===== src/rtl/axis_bus_demux_pkg.sv =====
// ============================================================================
// Module   : axis_bus_pkg
// Purpose  : Shared constants, FSM state type and route-code decoder for the
//            AXIS packet demultiplexer.
// Revision : 1.0
// ============================================================================
`default_nettype none

package axis_bus_pkg;

    localparam logic [7:0] CHOOSE_FIFO_BASE = 8'd128;
    localparam int         NUM_PORTS        = 6;
    localparam int         DATA_W           = 32;
    localparam int         KEEP_W           = DATA_W / 8;
    localparam int         IDX_W            = 3;

    typedef enum logic [1:0] {
        IDLE = 2'd0,
        PASS = 2'd1,
        DROP = 2'd2
    } state_t;

    typedef struct packed {
        logic             valid;
        logic [IDX_W-1:0] idx;
    } sel_t;

    // Codes below the base wrap to large offsets, so one compare covers both ends.
    function automatic sel_t sel_decode(input logic [7:0] sel);
        sel_t       r;
        logic [7:0] off;
        off     = sel - CHOOSE_FIFO_BASE;
        r.valid = (off < 8'(NUM_PORTS));
        r.idx   = IDX_W'(off);
        return r;
    endfunction

endpackage

`default_nettype wire


===== src/rtl/axis_bus_demux_out_reg.sv =====
// ============================================================================
// Module   : axis_out_reg
// Purpose  : One-entry AXI-Stream output register with load and drain.
// Revision : 1.0
// ============================================================================
`default_nettype none

module axis_out_reg
    import axis_bus_pkg::*;
(
    input  logic              clk,
    input  logic              rst_n,
    input  logic              load,
    input  logic [DATA_W-1:0] in_data,
    input  logic [KEEP_W-1:0] in_keep,
    input  logic              in_last,
    input  logic              ready,
    output logic              valid,
    output logic [DATA_W-1:0] data,
    output logic [KEEP_W-1:0] keep,
    output logic              last
);

    always_ff @(posedge clk or negedge rst_n) begin
        if (!rst_n) begin
            valid <= 1'b0;
            data  <= '0;
            keep  <= '0;
            last  <= 1'b0;
        end else begin
            if (load) begin
                valid <= 1'b1;
                data  <= in_data;
                keep  <= in_keep;
                last  <= in_last;
            end else if (valid && ready) begin
                valid <= 1'b0;
            end
        end
    end

endmodule

`default_nettype wire


===== src/rtl/axis_bus_demux.sv =====
// ============================================================================
// Module   : axis_bus_demux
// Purpose  : Routes whole AXIS packets to one of six outputs by bus_sel.
//            Define AXIS_BUS_DEMUX_DROP_EN to discard packets with bad codes.
// Revision : 1.0
// ============================================================================
`default_nettype none

module axis_bus_demux
    import axis_bus_pkg::*;
(
    input  logic              clk,
    input  logic              rst_n,
    input  logic [7:0]        bus_sel,
    input  logic              axis_in_tvalid,
    output logic              axis_in_tready,
    input  logic [DATA_W-1:0] axis_in_tdata,
    input  logic [KEEP_W-1:0] axis_in_tkeep,
    input  logic              axis_in_tlast,
    output logic              axis_out_0_tvalid,
    input  logic              axis_out_0_tready,
    output logic [DATA_W-1:0] axis_out_0_tdata,
    output logic [KEEP_W-1:0] axis_out_0_tkeep,
    output logic              axis_out_0_tlast,
    output logic              axis_out_1_tvalid,
    input  logic              axis_out_1_tready,
    output logic [DATA_W-1:0] axis_out_1_tdata,
    output logic [KEEP_W-1:0] axis_out_1_tkeep,
    output logic              axis_out_1_tlast,
    output logic              axis_out_2_tvalid,
    input  logic              axis_out_2_tready,
    output logic [DATA_W-1:0] axis_out_2_tdata,
    output logic [KEEP_W-1:0] axis_out_2_tkeep,
    output logic              axis_out_2_tlast,
    output logic              axis_out_3_tvalid,
    input  logic              axis_out_3_tready,
    output logic [DATA_W-1:0] axis_out_3_tdata,
    output logic [KEEP_W-1:0] axis_out_3_tkeep,
    output logic              axis_out_3_tlast,
    output logic              axis_out_4_tvalid,
    input  logic              axis_out_4_tready,
    output logic [DATA_W-1:0] axis_out_4_tdata,
    output logic [KEEP_W-1:0] axis_out_4_tkeep,
    output logic              axis_out_4_tlast,
    output logic              axis_out_5_tvalid,
    input  logic              axis_out_5_tready,
    output logic [DATA_W-1:0] axis_out_5_tdata,
    output logic [KEEP_W-1:0] axis_out_5_tkeep,
    output logic              axis_out_5_tlast,
    output logic              busy,
    output logic [15:0]       drop_cnt
);

    state_t               state_q, state_d;
    logic [IDX_W-1:0]     route_q;
    sel_t                 dec;
    logic [IDX_W-1:0]     target;
    logic                 tgt_ready;
    logic                 in_ready;
    logic                 load_en;
    logic                 accept;

    logic [NUM_PORTS-1:0] out_valid;
    logic [NUM_PORTS-1:0] out_ready;
    logic [NUM_PORTS-1:0] out_last;
    logic [NUM_PORTS-1:0] load;
    logic [DATA_W-1:0]    out_data [NUM_PORTS];
    logic [KEEP_W-1:0]    out_keep [NUM_PORTS];

    assign dec    = sel_decode(bus_sel);
    assign target = (state_q == PASS) ? route_q : dec.idx;

    always_comb begin
        tgt_ready = 1'b0;
        for (int n = 0; n < NUM_PORTS; n++) begin
            if (target == IDX_W'(n)) begin
                tgt_ready = !out_valid[n] || out_ready[n];
            end
        end
    end

    // Ready path is kept apart from next-state so accept does not loop back.
    always_comb begin
        in_ready = 1'b0;
        load_en  = 1'b0;
        case (state_q)
            IDLE: begin
                if (dec.valid) begin
                    in_ready = tgt_ready;
                    load_en  = 1'b1;
                end else begin
`ifdef AXIS_BUS_DEMUX_DROP_EN
                    in_ready = 1'b1;
`else
                    in_ready = 1'b0;
`endif
                end
            end
            PASS: begin
                in_ready = tgt_ready;
                load_en  = 1'b1;
            end
            DROP: begin
                in_ready = 1'b1;
            end
            default: begin
                in_ready = 1'b0;
            end
        endcase
    end

    // Held low while reset is asserted so nothing is offered upstream.
    assign axis_in_tready = in_ready && rst_n;
    assign accept         = axis_in_tvalid && axis_in_tready;
    assign busy           = (state_q != IDLE);

    always_comb begin
        state_d = state_q;
        case (state_q)
            IDLE: begin
                if (accept && !axis_in_tlast) begin
                    state_d = dec.valid ? PASS : DROP;
                end
            end
            PASS, DROP: begin
                if (accept && axis_in_tlast) begin
                    state_d = IDLE;
                end
            end
            default: state_d = IDLE;
        endcase
    end

    always_ff @(posedge clk or negedge rst_n) begin
        if (!rst_n) begin
            state_q <= IDLE;
            route_q <= '0;
        end else begin
            state_q <= state_d;
            if (state_q == IDLE && accept && dec.valid) begin
                route_q <= dec.idx;
            end
        end
    end

`ifdef AXIS_BUS_DEMUX_DROP_EN
    logic        drop_evt;
    logic [15:0] drop_q;

    assign drop_evt = accept && axis_in_tlast &&
                      ((state_q == DROP) || (state_q == IDLE && !dec.valid));

    always_ff @(posedge clk or negedge rst_n) begin
        if (!rst_n) begin
            drop_q <= '0;
        end else if (drop_evt && drop_q != 16'hFFFF) begin
            drop_q <= drop_q + 16'd1;
        end
    end

    assign drop_cnt = drop_q;
`else
    assign drop_cnt = 16'd0;
`endif

    generate
        for (genvar n = 0; n < NUM_PORTS; n++) begin : g_out
            assign load[n] = accept && load_en && (target == IDX_W'(n));

            axis_out_reg u_reg (
                .clk     (clk),
                .rst_n   (rst_n),
                .load    (load[n]),
                .in_data (axis_in_tdata),
                .in_keep (axis_in_tkeep),
                .in_last (axis_in_tlast),
                .ready   (out_ready[n]),
                .valid   (out_valid[n]),
                .data    (out_data[n]),
                .keep    (out_keep[n]),
                .last    (out_last[n])
            );
        end
    endgenerate

    assign out_ready = {axis_out_5_tready, axis_out_4_tready, axis_out_3_tready,
                        axis_out_2_tready, axis_out_1_tready, axis_out_0_tready};

    assign axis_out_0_tvalid = out_valid[0];
    assign axis_out_0_tdata  = out_data[0];
    assign axis_out_0_tkeep  = out_keep[0];
    assign axis_out_0_tlast  = out_last[0];
    assign axis_out_1_tvalid = out_valid[1];
    assign axis_out_1_tdata  = out_data[1];
    assign axis_out_1_tkeep  = out_keep[1];
    assign axis_out_1_tlast  = out_last[1];
    assign axis_out_2_tvalid = out_valid[2];
    assign axis_out_2_tdata  = out_data[2];
    assign axis_out_2_tkeep  = out_keep[2];
    assign axis_out_2_tlast  = out_last[2];
    assign axis_out_3_tvalid = out_valid[3];
    assign axis_out_3_tdata  = out_data[3];
    assign axis_out_3_tkeep  = out_keep[3];
    assign axis_out_3_tlast  = out_last[3];
    assign axis_out_4_tvalid = out_valid[4];
    assign axis_out_4_tdata  = out_data[4];
    assign axis_out_4_tkeep  = out_keep[4];
    assign axis_out_4_tlast  = out_last[4];
    assign axis_out_5_tvalid = out_valid[5];
    assign axis_out_5_tdata  = out_data[5];
    assign axis_out_5_tkeep  = out_keep[5];
    assign axis_out_5_tlast  = out_last[5];

endmodule

`default_nettype wire

===== config.mk =====
export PLATFORM = sky130hd
export DESIGN_NAME = axis_bus_demux
export DESIGN_NICKNAME = d
export VERILOG_FILES = /design/src/rtl/axis_bus_demux_pkg.sv /design/src/rtl/axis_bus_demux_out_reg.sv /design/src/rtl/axis_bus_demux.sv
export SDC_FILE = /design/constraint.sdc
export NUM_CORES = 1
export LEC_CHECK = 0
export CORE_MARGIN = 5
export CORE_UTILIZATION = 35
export CTS_CLUSTER_SIZE = 10
export DETAILED_ROUTE_END_ITERATION = 10
export PLACE_DENSITY = 0.62
export SYNTH_ARGS = -nofsm -noshare
export SYNTH_HDL_FRONTEND = slang
export SYNTH_HIERARCHICAL = 1
export SYNTH_SLANG_ARGS = --single-unit

===== constraint.sdc =====
create_clock -name clk -period 3.2 [get_ports clk]
set_input_delay 0.48 -clock clk [delete_from_list [all_inputs] [get_ports clk]]
set_output_delay 0.48 -clock clk [all_outputs]
set_load 0.005 [all_outputs]

==> flow_metrics.py <==
metrics = {
    "worst_setup_path": {
        "critPathMostFrequentCell": "buf_4",
        "crit_path_max_incr_delay_ps": 490,
        "worstPathArrival_ps": 3480,
        "required_time_at_the_endpoint_of_the_critical_path_ps": 3610,
        "crit_chain": "inv_2 > ha_4 > buf_4 > o32ai_4 > a2111o_1 > a311oi_4 > buf_6 > nand2_1 > nor3b_2 > buf_4 > buf_12 > mux2_4",
        "crit_path_start_kind": "flip-flop",
        "critical-path-slowest-cell": "a2111o_1",
        "worstSetupEndpointType": "flip-flop",
        "worstPathMaxFanout": 9,
        "critical_path_class": "flip-flop to flip-flop",
    },
    "drt": {
        "post_drt_via_cell_ratio": 4.592,
        "remaining_drc_errors": 0,
        "drt_iter0_drc": 190,
        "drt_wl_total_um": 25700,
        "met3_length_um": 2740,
        "avgRoutedWirePerCell_um": 19.88,
        "route.top_layer_used": "met4",
        "residual_antenna_violating_net_count_after_detailed_routing": 0,
        "drt_pass1_iterations": 4,
        "routed-wl-met2_um": 11390,
        "drt-met1-wl_um": 11080,
        "detailroute.via_count": 5937,
    },
    "place": {
        "dp.final_hpwl_um": 18380,
        "dpl-instance-area_um2": 13260,
        "finalWeightedCongestion": 0.7693,
        "io_buffers": 283,
    },
    "global_routing": {
        "grt_start_max_net_pins": 74,
        "first_global_vias": 6495,
        "antenna_found_initial": 0,
        "global_route.usage.total_pct": 16.17,
        "grt_first_pass_wirelength_um": 39840,
        "overflow": 0,
    },
    "layout": {
        "areaGrowthSynthToFinish_pct": 46.75,
        "final_area_um2": 14200,
        "diodes": 0,
        "filler_cells_inserted": 2283,
        "final_nets": 971,
        "layout_common_cells": "clkdlybuf4s50_1 (281), dfrtp_1 (232), mux2_4 (114)",
        "drive_gt1_share_pct": 35.83,
        "finalCoreUtilization_pct": 52.39,
        "layout_commonest_cell": "clkdlybuf4s50_1",
    },
    "timing": {
        "finalHoldViolCount": 0,
        "fmax_ghz": 0.3255,
        "worst_slew_margin_relative_to_its_limit_pct": 37.27,
        "worst_hold_slack_ps": 422.6,
        "grt_setup_unrepaired": "yes",
        "final_min_period_over_clock_period_pct": 96.00,
        "setup_viol_count_final": 0,
        "final_period_minus_worst_setup_slack_ps": 3072,
        "timing_max_transition_violations_final": 0,
        "final.setup_skew_ps": 6.155,
        "pin_slew_with_the_least_headroom_to_its_limit_ps": 941.0,
    },
    "logic_synthesis": {
        "synthDominantCellAreaShare_pct": 60.26,
        "share_of_the_yosys_chip_area_belonging_to_registers_pct": 60.26,
        "mappedNetlistArea_um2": 9676,
        "dominantRegCellSynth": "dfrtp_1",
        "post_synth_main_area_contributors": "dfrtp_1 (60%), mux2_4 (18%), mux2_2 (13%)",
        "synth_edf_count": 0,
        "synth_cell_type_count": 38,
        "synth_top_area_cell": "dfrtp_1",
        "syn_avg_cell_area_um2": 16.89,
        "postSynthRegisterBits": 233,
        "async_flop_share_pct": 100.0,
        "synth.yosys.warnings": 6,
        "postSynthCellCount": 573,
    },
    "pwr": {
        "p_leak_uw": 0.006595,
        "power_per_cell_area_nw_per_um2": 530.8,
        "power_uw": 7536,
        "vdd_ir_drop_max_uv": 340.0,
    },
    "clock_tree": {
        "cts_setup_buffers": 0,
        "cts_num_sinks": 233,
        "cts_tree": "done",
        "root_buffer": "clkbuf_16",
        "cts_max_path_buffers": 3,
        "cts-buffers-inserted": 28,
        "htree_num_levels": 1,
        "clk_pin_slew_worst_paths_ps": 60,
        "clkLatencyLatePin_ps": 530,
    },
    "hold_path": {
        "class_of_the_tightest_hold_or_removal_check": "input pin to asynchronous set/reset pin",
    },
    "floorplan": {
        "die_extent_in_y_um": 176.3,
        "fp.dieArea_um2": 31070,
        "coreArea_um2": 27100,
        "cell_rows": 60,
        "initial_core_util_pct": 35.70,
        "num_io_pins": 300,
        "die_w_um": 176.3,
    },
    "flow_run": {
        "drv.max_cap_violation_count": 0,
    },
    "status": {
        "outcome": "finished clean",
    },
}
==> cells in the mapped netlist, types with 2 or more instances <==
cell type  count
mux2_2       109
a211oi_1       2
mux2_4       114
nand3b_1       2
mux2_1         3
ha_1           5
a311o_1        2
a21o_1         6
buf_2          7
nand3_1        3
nor3_1         4
buf_6         18
buf_4         16
o31ai_1        2
nand2_1        5
a21oi_1        2
dfrtp_1      233
inv_1         15
nor2_1         3
mux2i_1        2
nor3b_1        3
==> final cells by class <==
class	instances	area, um2	share of cell area (%)
flip-flops and latches	233	5832	41.07
multi-input cells	299	3625	25.53
repair buffers	335	3403	23.97
clock buffers	36	740.7	5.217
well taps	372	465.4	3.278
clock inverters	3	76.32	0.5375
inverters	15	56.30	0.3965
==> where the power goes <==
part | total [uW] | switching [uW] | internal (uW)
Clock | 2900 | 1150 | 1760
Sequential | 3290 | 128 | 3160
Combinational | 1350 | 529 | 819
Total | 7540 | 1800 | 5730
==> metrics by stage <==
step                std cells  setup WS [ps]  setup TNS (ps)
floorplan                 588          29.30               0
detailed placement       1253         -317.3          -52530
finish                   1293          128.1               0
CTS                      1293          14.78               0
global route             1293        -0.4425         -0.4425
global placement         1253         -255.2          -43350
==> registers in the layout (all words and copies together) (netlist names) <==
name               flops
state_q                2
g_out.u_reg/last       6
route_q                3
g_out.u_reg/data     192
g_out.u_reg/keep      24
g_out.u_reg/valid      6
==> cells by family after synthesis <==
family,count (synthesis),synth area share [%]
other cells,1,0.03876
simple gates,26,1.629
flops,233,60.26
compound gates,23,2.069
mux,229,31.07
buf+inv,56,4.280
fa+ha+maj,5,0.6466
==> layer usage <==
layer / vias up / GRT usage [%]
met2: 235 / 25.40
met5: - / 0
li1: 2674 / -
met1: 2996 / 21.27
met3: 32 / 6.660
met4: 0 / 3.184
==> worst paths after layout <==
path | start | end | slack (ps) | cells past startpoint
setup / recovery | state_q[1] | g_out[5].u_reg/data[17] | 130 | 12
hold / removal | rst_n | g_out[3].u_reg/data[21] | 420 | 2
setup reg to reg | state_q[1] | g_out[5].u_reg/data[17] | 130 | 12
hold reg to reg | g_out[1].u_reg/data[1] | g_out[1].u_reg/data[1] | 500 | 1
max in group asynchronous | rst_n | g_out[1].u_reg/data[29] | 820 | 4
min in group clk | g_out[1].u_reg/data[1] | g_out[1].u_reg/data[1] | 500 | 1
==> repair_timing <==
action                                  4_1_cts  5_1_grt
endpoints found under the setup margin       48       65
resized for setup                            15        7
pin swaps                                     1        1
hold buffers                                  1        0
endpoints found under the hold margin        24        0
==> worst max-delay path, delay by kind of cell, from the launching register on <==
| family | cells | cell delay [ps] |
|---|---|---|
| AO/OA/AOI/OAI | 3 | 920 |
| buffers and inverters | 5 | 820 |
| flip-flops | 1 | 380 |
| AND/OR/NAND/NOR | 2 | 330 |
| multiplexers | 1 | 300 |
| adder cells (fa/ha/maj) | 1 | 180 |
Power figures use the tool's default switching activity.
